**config.mk**
```make
export PLATFORM = sky130hd
export DESIGN_NAME = rr_arb_1hot_sel
export DESIGN_NICKNAME = d
export VERILOG_FILES = /design/src/rtl/rr_arb_1hot_sel.sv
export SDC_FILE = /design/constraint.sdc
export NUM_CORES = 1
export LEC_CHECK = 0
export CAP_MARGIN = 20
export CORE_ASPECT_RATIO = 1.4
export CORE_MARGIN = 2
export CORE_UTILIZATION = 40
export CTS_CLUSTER_DIAMETER = 150
export DETAILED_ROUTE_END_ITERATION = 6
export SYNTH_ARGS = -nofsm -noshare
export SYNTH_HDL_FRONTEND = slang
export SYNTH_SLANG_ARGS = --single-unit
```
**constraint.sdc**
```tcl
create_clock -name clk -period 11.8 [get_ports clk]
set_input_delay 1.77 -clock clk [delete_from_list [all_inputs] [get_ports clk]]
set_output_delay 1.77 -clock clk [all_outputs]
set_load 0.02 [all_outputs]
```
**src/rtl/rr_arb_1hot_sel.sv**
```systemverilog
`default_nettype none
// ============================================================================
// Module      : rr_arb_1hot_sel
// Description : Round-robin arbiter producing a registered one-hot select for
//               a downstream one-hot mux with default. A grant is held until
//               the consumer acks it, then priority rotates past the winner.
//               gnt is all-zero when idle so the mux falls back to default.
//               Optional macro RR_ARB_1HOT_SEL_LOCK_EN adds a lock input that
//               keeps the grant on the same requester across acked beats.
// Revision    : 1.0 - initial release
// ============================================================================
module rr_arb_1hot_sel #(
    parameter int N    = 8,
    parameter int IDXW = $clog2(N)
) (
    input  logic            clk,
    input  logic            rst_n,
    input  logic [N-1:0]    req,
    input  logic            ack,
`ifdef RR_ARB_1HOT_SEL_LOCK_EN
    input  logic            lock,
`endif
    output logic [N-1:0]    gnt,
    output logic            gnt_valid,
    output logic [IDXW-1:0] gnt_idx
);

    localparam logic [0:0]      S_IDLE  = 1'b0;
    localparam logic [0:0]      S_GRANT = 1'b1;
    localparam logic [IDXW:0]   c_N     = (IDXW+1)'(N);
    localparam logic [IDXW-1:0] c_LAST  = IDXW'(N-1);

    logic [0:0]      r_state;
    logic [IDXW-1:0] r_ptr;
    logic [N-1:0]    r_gnt;
    logic            r_valid;
    logic [IDXW-1:0] r_idx;

    logic            w_lock;
    logic            w_own_req;
    logic [IDXW-1:0] w_nxt_ptr;
    logic [IDXW-1:0] w_base;
    logic [2*N-1:0]  w_dbl;
    logic            w_hit;
    logic [IDXW-1:0] w_off;
    logic [IDXW:0]   w_sum;
    logic [IDXW-1:0] w_sel_idx;
    logic [N-1:0]    w_sel_1hot;

`ifdef RR_ARB_1HOT_SEL_LOCK_EN
    assign w_lock = lock;
`else
    assign w_lock = 1'b0;
`endif

    // Owner still requesting; a drop releases the grant (even when locked)
    assign w_own_req = req[r_idx];

    // Rotated pointer after the current winner retires, wrapping at N-1
    assign w_nxt_ptr = (r_idx == c_LAST) ? '0 : r_idx + 1'b1;

    // When acking, the next search already starts from the rotated pointer
    assign w_base = (r_state == S_GRANT) ? w_nxt_ptr : r_ptr;

    // Circular first-set search from w_base: rotate a doubled copy of req
    // so the wrap-around scan becomes a plain lowest-bit priority encode
    always_comb begin
        w_dbl = {req, req} >> w_base;
        w_hit = 1'b0;
        w_off = '0;
        for (int k = N-1; k >= 0; k--) begin
            if (w_dbl[k]) begin
                w_hit = 1'b1;
                w_off = IDXW'(k);
            end
        end
        w_sum = {1'b0, w_base} + {1'b0, w_off};
        if (w_sum >= c_N) begin
            w_sum = w_sum - c_N;
        end
        w_sel_idx  = w_sum[IDXW-1:0];
        w_sel_1hot = {{(N-1){1'b0}}, 1'b1} << w_sel_idx;
    end

    // Grant FSM: issue, hold until ack/withdraw, rotate pointer on ack
    always_ff @(posedge clk) begin
        if (!rst_n) begin
            r_state <= S_IDLE;
            r_ptr   <= '0;
            r_gnt   <= '0;
            r_valid <= 1'b0;
            r_idx   <= '0;
        end else begin
            case (r_state)
                S_IDLE: begin
                    if (w_hit) begin
                        r_state <= S_GRANT;
                        r_gnt   <= w_sel_1hot;
                        r_valid <= 1'b1;
                        r_idx   <= w_sel_idx;
                    end
                end
                S_GRANT: begin
                    if (ack && w_lock && w_own_req) begin
                        // Locked burst beat retired: keep owner, keep pointer
                        r_state <= S_GRANT;
                    end else if (ack) begin
                        r_ptr <= w_nxt_ptr;
                        if (w_hit) begin
                            r_gnt <= w_sel_1hot;
                            r_idx <= w_sel_idx;
                        end else begin
                            r_state <= S_IDLE;
                            r_gnt   <= '0;
                            r_valid <= 1'b0;
                            r_idx   <= '0;
                        end
                    end else if (!w_own_req) begin
                        r_state <= S_IDLE;
                        r_gnt   <= '0;
                        r_valid <= 1'b0;
                        r_idx   <= '0;
                    end
                end
                default: begin
                    r_state <= S_IDLE;
                    r_gnt   <= '0;
                    r_valid <= 1'b0;
                    r_idx   <= '0;
                end
            endcase
        end
    end

    assign gnt       = r_gnt;
    assign gnt_valid = r_valid;
    assign gnt_idx   = r_idx;

endmodule
`default_nettype wire

```
# After elaboration in Yosys (flattened, before gate mapping)
# Cells that the tools add are included.
totals:
  ff_bits: 16
  inputBits: 11
  output_inout_bits: 12
  word_cells: 60
op_classes:
  n_addsub: 3
  order_cmp: 2
  n_eq_ne: 4
  n_shift: 2
  n_mux: 40
  bitwise: 1
  reduce_logical: 3
ops:
  columns: ["cell", "count"]
  rows:
  - ["$mux W3", 15]
  - ["$mux W8", 4]
  - ["$mux W1", 16]
  - ["$pmux W8 S2", 1]
  - ["$shr A16 B3 Y8", 1]
  - ["$shl A1 B3 Y8 const A", 1]
  - ["$ne A3 B3 Y1 const B", 2]
  - ["$pmux W3 S2", 1]
  - ["$add A3 B3 Y4", 1]
  - ["$ge A4 B4 Y1 const B", 1]
  - ["$lt A3 B4 Y1 const B", 1]
  - ["$pmux W1 S2", 2]
  - ["$reduce_and A2 Y1", 2]
  - ["$add A3 B1 Y3 const B", 1]
  - ["$bmux W1 S3", 1]
  - ["$eq A3 B3 Y1 const B", 1]
  - ["$reduce_and A3 Y1", 1]
  - ["$sub A3 B1 Y3 const B", 1]
  - ["$ne A2 B2 Y1 const B", 1]
  - ["$not A1 Y1", 1]

# Longest topological paths before layout
depth:
  ltp_word: 19
  ltp_mapped: 16
  depth_no_buf: 15

# Worst setup path after synthesis
# Ideal clock, no wire load.
synth_path:
  path_kind: "input to register"
  start: "in req[0]"
  end: "reg r_gnt[0], in the netlist gnt[0]"
  setup_ns: 0.070
  t_arrival_ns: 4.370
  t_required_ns: 11.730
  slack_ns: 7.360
  stages: 12
  path_buffers: 0
  cell_sequence: "mux4_1 > mux2i_1 > nand2_2 > o22a_2 > nand2_1 > nand2_1 > fa_1 > xor2_1 > nor4bb_1 > o31a_1 > nand4_1 > a21boi_1"
synth_via:
  elab_chain_cells: 16
  elab_cells_between_ends: 31
  classes_between: "add/sub: 2; order compare: 1; eq/ne: 2; shift: 2; mux: 23; reduce/logical: 1"
synth_lines:
  columns: ["item", "line", "text"]
  rows:
  - ["from (decl)", "18", "input logic [N-1:0] req,"]
  - ["$shr A16 B3 Y8", "68", "w_dbl = {req, req} >> w_base;"]
  - ["$mux W3 (8 in series)", "72", "if (w_dbl[k]) begin"]
  - ["$add A3 B3 Y4", "77", "w_sum = {1'b0, w_base} + {1'b0, w_off};"]
  - ["$ge A4 B4 Y1 / $sub A3 B1 Y3 (equally long branches)", "78, 79", null]
  - ["$mux W3", "78", "if (w_sum >= c_N) begin"]
  - ["$shl A1 B3 Y8", "82", "w_sel_1hot = {{(N-1){1'b0}}, 1'b1} << w_sel_idx;"]
  - ["$mux W8", "109", "if (w_hit) begin"]
  - ["$mux W8", "107", "end else if (ack) begin"]
  - ["$pmux W8 S2", "94", "case (r_state)"]
  - ["to (signal assigned)", "98", "r_gnt <= w_sel_1hot;"]
  - ["to (signal assigned)", "110", "r_gnt <= w_sel_1hot;"]
  - ["to (decl)", "35", "logic [N-1:0] r_gnt;"]
# Several ways; a longest one is shown, not always the timed one. The select of a mux whose other input is x is not followed.
# A chain may end at the register's enable or synchronous reset.

# Worst setup path after layout
layout_path:
  start: "in req[0]"
  end: "reg r_gnt[1], in the netlist gnt[1]"
# Same word-level chain as after synthesis.

==> metrics.md <==
| Metric | Value |
|---|---|
| Die Width | `54.3 um` |
| Clock Latency Late Sink | `0.25 ns` |
| Total Wirelength | `3.50 mm` |
| DRC | `0` |
| Die area | `0.00404 mm^2` |
| TritonCTS Buffers | `3` |
| Routed vias/inst | `5.88` |
| CTS tree | `built` |
| Commonest non-fill, non-tap cells in the layout | `clkdlybuf4s50_1, nand2_1, dfxtp_1` |
| Switching Power | `161 uW` |
| Final #Nets | `193` |
| # hold bufs at CTS | `0` |
| Total Routing Usage GR | `0.197` |
| Period utilization | `0.430` |
| Post-cts resize count | `0` |
| Worst slew pin tran | `0.528 ns` |
| Required @ worst endpoint | `11.99 ns` |
| First-pass GRT wire length | `5.84 mm` |
| Post-synthesis sequential area ratio | `0.226` |
| Max Slew Vio Count | `0` |
| Post-Syn Area per Cell | `9.14 um^2` |
| Max-Cap Viols | `0` |
| Synth cell types | `46` |
| WL/cell | `16.1 um` |
| Startpoint Class | `input port` |
| Vias in the first global route | `1294` |
| Core footprint | `0.00338 mm^2` |
| Vert. Die Dim | `74.4 um` |
| Commonest non-fill, non-tap cell in the layout | `clkdlybuf4s50_1` |
| Minimum clock period | `5.07 ns` |
| Max Fclk | `0.197 GHz` |
| # setup viols final | `0` |
| Part of the power in registers | `0.220` |
| Root buf cell | `clkbuf_8` |
| IO Port Bufs | `22` |
| Flops & latches, synth | `16` |
| Initial Util | `0.419` |
| # fillers | `343` |
| RSZ-0062 raised after global routing | `false` |
| DP Worst Slack | `6.48 ns` |
| N_diodes | `0` |
| Setup TNS | `0 ns` |
| VDD IR max | `0.000133 V` |
| FFs w/ async S/R, synth | `0` |
| WS Path Type | `input port to flip-flop` |
| Clock sink count | `16` |
| Switch share | `0.451` |
| Share of total power in the clock network | `0.136` |
| Starting DRT DRC Count | `35` |
| Gr ovfl total | `0` |
| Worst clock skew | `0.00280 ns` |
| DPL Wire Length | `2.72 mm` |
| DRT Pass-1 Iters | `4` |
| Crit. End Element | `flip-flop` |
| Layout cells sized above 1 | `0.140` |
| Clock transition at the registers of the reported paths | `0.06 ns` |
| Clock Path Buffers | `2` |
| Postcts setup bufs | `0` |
| Leakage Power | `0.000648 uW` |
| Number of synthesized flops with an enable pin | `0` |
| Combinational group share of total power | `0.645` |
| Count of warnings emitted by yosys | `0` |
| GPL Wtd Cong | `0.786` |
| Worst EP arrival | `5.26 ns` |
| Syn Inst Count | `155` |
| Hold WC Path Type | `flip-flop to flip-flop` |
| Mapped Area | `0.00142 mm^2` |
| Largest net degree at the start of global routing | `17` |
| Power per cell area | `208 mW/mm^2` |
| H-tree levels | `1` |
| Num rows | `25` |
| I/O pin count | `23` |
| R2r setup slk | `7.55 ns` |
| Max transition margin | `0.647` |
| DRT antenna net count | `0` |
| Worst-path maximum fanout | `8` |
| Area growth syn-to-layout | `21.5%` |
| Int Pwr | `196 uW` |
| Hold Vio Cnt, Final | `0` |
| Main synth FF type | `dfxtp_1` |
| Final worst slack | `6.73 ns` |
| Initial antenna violation count | `0` |
| Via count | `1282` |
| Status | `finished, final reports clean` |
| Synth Net Count | `169` |
## sequential cells by signal, summed over array words and instances (netlist names)
name,flops
gnt_valid,1
gnt_idx,3
gnt,8
r_ptr,3
r_state,1
## through the flow
stage / power (uW) / cell area (um^2) / utilization / instances / hold slack [ns]
2_1_floorplan: 247 / 1420 / - / 155 / 0.443
3_3_place_gp: 306 / 1670 / 0.493 / 214 / 0.438
3_5_place_dp: 309 / 1670 / 0.493 / 214 / 0.446
4_1_cts: 360 / 1720 / 0.509 / 218 / 0.452
5_1_grt: 385 / 1720 / 0.509 / 218 / 0.472
6_report: 358 / 1720 / 0.509 / 218 / 0.447
## Yosys cell counts, types with 2 or more instances
master | n | area, um^2
a21boi_0 | 4 | 30.0
a21boi_1 | 10 | 75.1
a21o_1 | 2 | 15.0
a21oi_1 | 4 | 20.0
buf_2 | 2 | 10.0
buf_6 | 2 | 22.5
dfxtp_1 | 16 | 320
ha_1 | 2 | 25.0
inv_1 | 4 | 15.0
mux2_2 | 2 | 22.5
mux2i_1 | 10 | 100
mux4_1 | 5 | 131
mux4_2 | 3 | 67.6
nand2_1 | 19 | 71.3
nand2_2 | 3 | 18.8
nand3_1 | 13 | 65.1
nand4_1 | 5 | 31.3
nor2_1 | 4 | 15.0
nor2b_1 | 3 | 18.8
nor3_1 | 3 | 15.0
o211ai_1 | 5 | 37.5
o21a_1 | 4 | 30.0
o21ai_0 | 6 | 30.0
o31a_1 | 2 | 17.5
## cell families after synthesis
family	synth area share
and+or+nand+nor	0.237
AOI/OAI and AO/OA	0.220
muxes	0.237
DFF	0.226
buffers and inverters	0.0362
adders and majority gates	0.0318
xor gates and xnor gates	0.0124
## power by group through the flow
stage / Clock [uW] / Sequential (uW) / Combinational (uW)
final: 48.5 / 78.6 / 231
after global routing: 51.2 / 80.0 / 254
after CTS: 50.2 / 78.4 / 232
after detailed placement: 0 / 79.6 / 230
after global placement: 0 / 80.0 / 226
after floorplan: 0 / 89.6 / 158
## layout make-up
| class | instances | area, um^2 | share of cell area |
|---|---|---|---|
| Timing Repair Buffer | 24 | 235 | 0.137 |
| Tap cell | 40 | 50.0 | 0.0291 |
| Sequential cell | 16 | 320 | 0.186 |
| Multi-Input combinational cell | 130 | 1040 | 0.607 |
| Clock buffer | 4 | 55.1 | 0.0320 |
| Inverter | 4 | 15.0 | 0.00873 |
## critical path: stages
cell             delay, ns
clkdlybuf4s50_1       0.49
mux4_1                0.56
mux2i_1               0.29
nand2_2               0.20
o22a_2                0.29
nand2_1               0.07
nand2_1               0.06
fa_1                  0.42
xor2_1                0.33
nor4bb_1              0.26
o31a_1                0.22
o211ai_1              0.12
a21boi_1              0.17
## routing by layer
layer | up-vias | part of all wire | track usage
met5 | - | 0 | 0
met4 | 0 | 0.016 | 0.0778
met3 | 7 | 0.017 | 0.0181
met2 | 26 | 0.52 | 0.351
met1 | 608 | 0.44 | 0.237
li1 | 641 | - | -
## path summary, 6_finish.rpt
path / start / endpoint / depth (start not counted)
max: req[0] / gnt[1] / 13
min: gnt[0] / gnt[0] / 2
max reg2reg: gnt_idx[0] / gnt[1] / 15
min reg2reg: gnt[0] / gnt[0] / 2
(Power assumes the default switching activity.)
